`src/rtl/sata_phy_if_mc.sv`:
```
// Multi-lane SATA PHY interface: TX ALIGN insertion, RX comma realignment, link-up qualification.
// One sata_phy_if_mc_lane per SATA port; all lanes share phyclk and phyreset.
module sata_phy_if_mc_lane #(
  parameter int ALIGN_INTERVAL = 256,
  parameter int LINKUP_ALIGNS  = 3
) (
  input  logic        phyclk,
  input  logic        phyreset,
  input  logic        phy_ready,
  input  logic [31:0] txdata,
  input  logic        txdatak,
  output logic        txdatak_pop,
  output logic [31:0] txdata_fis,
  output logic [3:0]  tx_charisk_fis,
  input  logic [31:0] rxdata_fis,
  input  logic [3:0]  rxcharisk,
  output logic        linkup,
  output logic [31:0] phy2cs_data,
  output logic        phy2cs_k,
  output logic        phy2cs_valid,
  output logic        rx_err
);
  localparam int SCW = $clog2(ALIGN_INTERVAL);
  localparam int CW  = $clog2(LINKUP_ALIGNS + 1);
  localparam logic [31:0] ALIGN_D = 32'h7B4A4ABC;

  typedef struct packed {
    logic [31:0] d;
    logic [3:0]  k;
  } rx_word_t;

  typedef enum logic [1:0] {DOWN, WAIT_ALIGN, UP} state_t;

  state_t         state, state_nxt;
  logic [CW-1:0]  acnt, acnt_nxt;
  logic [SCW-1:0] sc;
  rx_word_t       raw, r1, alw;
  logic           shift;
  logic           al_is_align;
  logic           tx_pass;

  assign raw = {rxdata_fis, rxcharisk};

  // shift=1: comma sat in byte 2, so the dword spans the upper half of r1 and lower half of raw
  always_comb begin
    alw = r1;
    if (shift) begin
      alw.d = {raw.d[15:0], r1.d[31:16]};
      alw.k = {raw.k[1:0], r1.k[3:2]};
    end
  end

  assign al_is_align = (alw.d == ALIGN_D) && (alw.k == 4'b0001);

  always_comb begin
    state_nxt = state;
    acnt_nxt  = acnt;
    case (state)
      DOWN: if (phy_ready) begin
        state_nxt = WAIT_ALIGN;
        acnt_nxt  = '0;
      end
      WAIT_ALIGN: begin
        if (!phy_ready) state_nxt = DOWN;
        else if (al_is_align) begin
          acnt_nxt = acnt + 1'b1;
          if (acnt == CW'(LINKUP_ALIGNS - 1)) state_nxt = UP;
        end else acnt_nxt = '0;
      end
      UP: if (!phy_ready) state_nxt = DOWN;
      default: state_nxt = DOWN;
    endcase
  end

  // last two slots of every interval are reserved for ALIGN
  assign tx_pass     = linkup && (sc < SCW'(ALIGN_INTERVAL - 2));
  assign txdatak_pop = tx_pass;

  always_ff @(posedge phyclk) begin
    if (phyreset) begin
      state          <= DOWN;
      acnt           <= '0;
      linkup         <= 1'b0;
      sc             <= '0;
      txdata_fis     <= ALIGN_D;
      tx_charisk_fis <= 4'b0001;
      r1             <= '0;
      shift          <= 1'b0;
      phy2cs_data    <= '0;
      phy2cs_k       <= 1'b0;
      phy2cs_valid   <= 1'b0;
      rx_err         <= 1'b0;
    end else begin
      state  <= state_nxt;
      acnt   <= acnt_nxt;
      linkup <= (state_nxt == UP);
      sc     <= linkup ? sc + 1'b1 : '0;
      if (tx_pass) begin
        txdata_fis     <= txdata;
        tx_charisk_fis <= {3'b000, txdatak};
      end else begin
        txdata_fis     <= ALIGN_D;
        tx_charisk_fis <= 4'b0001;
      end
      r1 <= raw;
      if (raw.k == 4'b0001 && raw.d[7:0] == 8'hBC)        shift <= 1'b0;
      else if (raw.k == 4'b0100 && raw.d[23:16] == 8'hBC) shift <= 1'b1;
      phy2cs_data  <= alw.d;
      phy2cs_k     <= alw.k[0];
      phy2cs_valid <= linkup && !al_is_align;
      rx_err       <= linkup && (alw.k[3:1] != 3'b000);
    end
  end
endmodule

module sata_phy_if_mc #(
  parameter int C_NUM_CHANNELS   = 2,
  parameter int C_ALIGN_INTERVAL = 256,
  parameter int C_LINKUP_ALIGNS  = 3
) (
  input  logic                                phyclk,
  input  logic                                phyreset,
  input  logic [C_NUM_CHANNELS-1:0]           phy_ready,
  input  logic [C_NUM_CHANNELS-1:0][31:0]     txdata,
  input  logic [C_NUM_CHANNELS-1:0]           txdatak,
  output logic [C_NUM_CHANNELS-1:0]           txdatak_pop,
  output logic [C_NUM_CHANNELS-1:0][31:0]     txdata_fis,
  output logic [C_NUM_CHANNELS-1:0][3:0]      tx_charisk_fis,
  input  logic [C_NUM_CHANNELS-1:0][31:0]     rxdata_fis,
  input  logic [C_NUM_CHANNELS-1:0][3:0]      rxcharisk,
  output logic [C_NUM_CHANNELS-1:0]           linkup,
  output logic [C_NUM_CHANNELS-1:0][31:0]     phy2cs_data,
  output logic [C_NUM_CHANNELS-1:0]           phy2cs_k,
  output logic [C_NUM_CHANNELS-1:0]           phy2cs_valid,
  output logic [C_NUM_CHANNELS-1:0]           rx_err
);
  for (genvar i = 0; i < C_NUM_CHANNELS; i++) begin : g_lane
    sata_phy_if_mc_lane #(
      .ALIGN_INTERVAL (C_ALIGN_INTERVAL),
      .LINKUP_ALIGNS  (C_LINKUP_ALIGNS)
    ) u_lane (
      .phyclk         (phyclk),
      .phyreset       (phyreset),
      .phy_ready      (phy_ready[i]),
      .txdata         (txdata[i]),
      .txdatak        (txdatak[i]),
      .txdatak_pop    (txdatak_pop[i]),
      .txdata_fis     (txdata_fis[i]),
      .tx_charisk_fis (tx_charisk_fis[i]),
      .rxdata_fis     (rxdata_fis[i]),
      .rxcharisk      (rxcharisk[i]),
      .linkup         (linkup[i]),
      .phy2cs_data    (phy2cs_data[i]),
      .phy2cs_k       (phy2cs_k[i]),
      .phy2cs_valid   (phy2cs_valid[i]),
      .rx_err         (rx_err[i])
    );
  end
endmodule

```
`config.mk`:
```
export PLATFORM = sky130hd
export DESIGN_NAME = sata_phy_if_mc
export DESIGN_NICKNAME = d
export VERILOG_FILES = /design/src/rtl/sata_phy_if_mc.sv
export SDC_FILE = /design/constraint.sdc
export NUM_CORES = 1
export LEC_CHECK = 0
export BUFFER_PORTS_ARGS = -buffer_cell sky130_fd_sc_hd__clkbuf_2
export CORE_MARGIN = 3
export CORE_UTILIZATION = 44
export CTS_CLUSTER_DIAMETER = 100
export CTS_CLUSTER_SIZE = 8
export DETAILED_ROUTE_END_ITERATION = 16
export PLACE_DENSITY = 0.75
export SLEW_MARGIN = 20
export SYNTH_ARGS = -nofsm -noshare
export SYNTH_HDL_FRONTEND = slang
export SYNTH_HIERARCHICAL = 1
export SYNTH_SLANG_ARGS = --single-unit
```
`constraint.sdc`:
```
create_clock -name phyclk -period 1.6 [get_ports phyclk]
set_input_delay 0.16 -clock phyclk [delete_from_list [all_inputs] [get_ports phyclk]]
set_output_delay 0.16 -clock phyclk [all_outputs]
set_load 0.02 [all_outputs]
```
==> Word-level counts from Yosys, hierarchy flattened <==
Index checks and enable logic that the tools add are counted.
{ "totals": {"elab_cells": 112, "output_inout_bits": 146, "ff_bits": 242, "in_bits": 142} }
{ "classes": {"mux": 22, "n_reduce_logical": 28, "addsub": 4, "magnitude_cmp": 2, "n_eq_ne": 24, "n_bitwise": 4} }
{ "ops": {"columns": ["op", "n"], "rows": [
  ["$mux W36", 2],
  ["$eq A32 B31 Y1 const B", 2],
  ["$eq A8 B8 Y1 const B", 4],
  ["$mux W2", 16],
  ["$add A8 B1 Y8 const B", 2],
  ["$eq A4 B1 Y1 const B", 4],
  ["$lt A8 B8 Y1 const B", 2],
  ["$eq A2 B2 Y1 const B", 6],
  ["$logic_and A1 B1 Y1", 12],
  ["$pmux W2 S3", 2],
  ["$reduce_or A2 Y1", 6],
  ["$eq A4 B3 Y1 const B", 2],
  ["$ne A2 B2 Y1 const B", 4],
  ["$pmux W2 S2", 2],
  ["$reduce_and A3 Y1", 2],
  ["$reduce_bool A3 Y1", 2],
  ["$add A2 B1 Y2 const B", 2],
  ["$eq A2 B1 Y1 const B", 2],
  ["$logic_not A2 Y1", 2],
  ["$not A1 Y1", 4],
  ["$reduce_bool A2 Y1", 2],
  ["$logic_not A1 Y1", 2]
]} }

==> Depth between registers and ports, before layout <==
{ "logic_depth": {"ltp_word": 7, "mapped_depth": 7, "mapped_depth_nobuf": 5} }

==> Cells and area by module <==
The synthesis kept the hierarchy.
{ "by_module_without_submodules": {"columns": ["mod", "cells_per_inst", "n_inst", "area_each_um2"], "rows": [
  ["sata_phy_if_mc_lane at g_lane[0].u_lane", 365, 1, 4007.6],
  ["sata_phy_if_mc_lane at g_lane[1].u_lane", 368, 1, 3941.3]
]} }

==> Worst setup path before layout <==
No wires, ideal clock.
{ "synth_timing": {"kind": "reg-to-reg", "from": "register g_lane[0].u_lane.shift", "to": "register g_lane[0].u_lane.acnt[1]", "path_stages_with_launch": 5, "n_path_buf": 0, "slack_ns": -0.093, "arrival_time_ns": 1.597, "setup_ns": 0.096, "cell_sequence": "dfxtp_1 or4_4 o41ai_4 nand4_2 o41ai_2"} }
{ "synth_via": {"elab_chain_len": 6, "word_cells_on_any_way": 7} }
{ "synth_lines": {"columns": ["element", "line_no", "text"], "rows": [
  ["from (decl)", "38", "logic shift;"],
  ["from (signal assigned)", "88", "shift <= 1'b0;"],
  ["from (signal assigned)", "106", "if (raw.k == 4'b0001 && raw.d[7:0] == 8'hBC) shift <= 1'b0;"],
  ["from (signal assigned)", "107", "else if (raw.k == 4'b0100 && raw.d[23:16] == 8'hBC) shift <= 1'b1;"],
  ["$mux W36 (*)", "47", "if (shift) begin"],
  ["$eq A32 B31 Y1 or $eq A4 B1 Y1 (tied branches)", "53", "assign al_is_align = (alw.d == ALIGN_D) && (alw.k == 4'b0001);"],
  ["$logic_and A1 B1 Y1 (*)", "53", null],
  ["$mux W2 (*)", "65", "else if (al_is_align) begin"],
  ["$mux W2 (*)", "64", "if (!phy_ready) state_nxt = DOWN;"],
  ["$pmux W2 S2 (*)", "58", "case (state)"],
  ["to (signal assigned)", "95", "acnt <= acnt_nxt;"],
  ["to (decl)", "35", "logic [CW-1:0] acnt, acnt_nxt;"]
]} }
Mark *: on every way between the ends. The rest lies on a longest branch, timed or not. The select of a mux whose other input is x is not followed.
A chain may end at the register's enable or synchronous reset.

==> Worst setup path in the final report <==
Ends and elaborated chain as after synthesis.

==> flow_summary.ini <==
[floorplanning]
ios = 288
core_area_sq_um = 17500
start_util_pct = 45.5
fp-row-count = 48
die_h_microns = 140
die_area_sq_um = 19700
fp.dieW_microns = 140

[sta]
rsz0062_at_grt = yes
slew_headroom_pct = 64.9
finalSetupViolations = 10
fin_crit_ns = 1.72
fin_ws_ns = -0.123
max_freq_mhz = 580
clock_skew_ns = 0.0118
maxSlewViolCount = 0
fin_tns_setup_ns = -0.879
post-route-period-util_pct = 108
holdWs_ns = 0.0609
worst_slew_pin_slew_ns = 0.526
finalHoldViolations = 0

[placement]
dp_cells = 1232
dpl_worst_slack_ns = -0.150
io_buffers = 281
hpwl_mm = 15.3
place_area_sq_um = 9750
finalWeightedCongestion = 0.854

[worst_setup_path]
worstPathRequired_ns = 1.99
crit_path_start_kind = flop
worstPathMaxFanout = 6
critPathCaptureType = flop
critPathKind = reg2reg
arrival_ns = 2.12

[final_layout]
drive_gt1_share_pct = 33.9
fin_util_pct = 70.4
area_delta_synth_final_pct = 54.7
fin_cells = 1414
final_nets = 1334
fin_area_sq_um = 12300
antennaDiodeCount = 0

[drt]
firstDrtPassIters = 4
wl_mm = 24.7
vias_per_cell = 5.05
ant_nets = 0
drtIter0Drc = 402
drc = 0
vias = 7139
avgRoutedWirePerCell_microns = 17.5

[clock_network]
clk_pin_slew_ns = 0.05
h-tree-depth = 2
insertion_delay_ns = 0.48
cts_buffer_depth = 3
clock_sinks = 236
numCtsBuffers = 35
cts_tree = yes
cts-root-buf = clkbuf_16

[synthesis]
synth_adder_area_share_pct = 0.630
synthArstFlopShare_pct = 0
ys_seq_area_share_pct = 59.4
synth-seq-cells = 236
synth_ff_type = dfxtp_1
syn_avg_cell_area_sq_um = 10.8
synth_compound_area_share_pct = 3.57
netlist_area_sq_um = 7950
synth_xor_area_share_pct = 0.881
syn_inst = 733
synth_top_family_by_area = simple AND/OR/NAND/NOR gates
ys_types = 53
synth_warnings = 6
synth_enable_flop_cells = 0
synthSimpleGateAreaFrac_pct = 24.8
synth.area.mux_share_pct = 7.84

[status]
status = complete, but fails checks
violations = negative setup slack

[global_routing]
antenna_found_initial = 0
busiest_layer = met2
grt_overflow = 0
grt_pass1_wl_mm = 38.4
met1_usage_pct = 26.8
met3_usage_pct = 6.18
grt_max_degree = 100
grt_usage_pct = 24.1
grt_use_met2_pct = 43.2
grt_pass1_vias = 7452

[power_and_ir_drop]
power.leakage_nw = 5.31
p_total_mw = 13.7
peakVddDrop_mv = 0.859
power_density_nw_per_um2 = 1110

[min_path]
hold_path.class = in2reg

[job]
maxCapViolCount = 0
==> synth_stat cells (3+ instances only) <==
master    instances  share of area, %
a21oi_1          11              0.69
a31oi_1           5              0.39
and2_1           30               2.4
and3_1            5              0.39
and4b_1           3              0.38
buf_2             9              0.57
buf_4             6              0.57
clkbuf_1         25               1.2
dfxtp_1         236                59
ha_1              4              0.63
inv_1             4              0.19
mux2i_1          60               7.6
nand2_1          18              0.85
nand2b_1         10              0.79
nand3_1           9              0.57
nand3b_1          3              0.28
nand4_1           4              0.31
nand4b_1          9              0.99
nor2_1           85               4.0
nor2b_1          75               5.9
nor3_1            6              0.38
nor4b_1          14               1.5
nor4bb_1          7              0.88
o21ai_0           9              0.57
or3_1            41               3.2
xor2_1            6              0.66
==> timing repair <==
item	in CTS	in global routing
pin swaps	7	10
resized for setup	17	30
setup buffers	4	4
endpoints found under the setup margin	41	29
hold buffers	137	0
endpoints found under the hold margin	155	0
==> final cells by class <==
cell class,instances,area (sq um)
fillers,1215,5180
clock inverters,1,30.0
inverters,4,15.0
multi-input cells,454,3190
flip-flops and latches,236,4740
repair buffers,457,3120
well taps,225,282
clock buffers,37,926
==> cell usage in the layout (no fill, tap or decap), drive strengths merged, types with 14 or more instances in the layout <==
master	count
and2	30
buf	42
clkbuf	315
dfxtp	236
dlygate4sd3	137
mux2i	60
nand2	18
nor2	85
nor2b	75
nor4b	14
or3	41
==> logic make-up (layout without fill, tap and decap cells) <==
logic type,count (synthesis),in the layout
AND/OR/NAND/NOR,334,334
AO/OA/AOI/OAI,40,40
flip-flops,236,236
XOR/XNOR,8,8
multiplexers,62,62
other,2,6
adder cells (fa/ha/maj),4,4
buffers and inverters,47,499
==> flip-flops by register name, summed over array words and instances, names as in the netlist, 4 cells and up <==
register,count
g_lane.u_lane/sc,16
g_lane.u_lane/phy2cs_data,64
g_lane.u_lane/state,4
g_lane.u_lane/acnt,4
g_lane.u_lane/txdata_fis,64
g_lane.u_lane/r1,72
==> final timing paths <==
path              cells after the start  slack, ns                                     to                                start
setup reg to reg                      4      -0.12  g_lane[0].u_lane/acnt[1]$_SDFFE_PP0P_  g_lane[0].u_lane/shift$_SDFFE_PP0P_
setup / recovery                      4      -0.12  g_lane[0].u_lane/acnt[1]$_SDFFE_PP0P_  g_lane[0].u_lane/shift$_SDFFE_PP0P_
hold / removal                        3       0.06      g_lane[0].u_lane/r1[9]$_SDFF_PP0_                        rxdata_fis[5]
hold reg to reg                       1       0.45      g_lane[0].u_lane/sc[0]$_SDFF_PP0_    g_lane[0].u_lane/sc[0]$_SDFF_PP0_
==> critical path, cell delays in order (launching register included) <==
cell	delay (ns)
dfxtp_4	0.37
or4_4	0.55
o41ai_4	0.24
nand4_2	0.19
o41ai_2	0.28
==> per-layer routing <==
metal  wire (microns)  share of wire (%)  up-vias
met2            12900                 52      318
met4              927                3.7        0
met1             9240                 37     3366
li1                 -                  -     3375
met3             1720                6.9       80
met5                0                  0        -
==> report_power, final <==
| part | internal (mW) | switching (mW) | leakage [nW] |
|---|---|---|---|
| clock network | 4.18 | 2.32 | 0.470 |
| registers | 6.06 | 0.113 | 1.94 |
| logic | 0.546 | 0.461 | 2.90 |
| total | 10.8 | 2.90 | 5.31 |
Note: power is estimated with default switching activity, not from simulation.
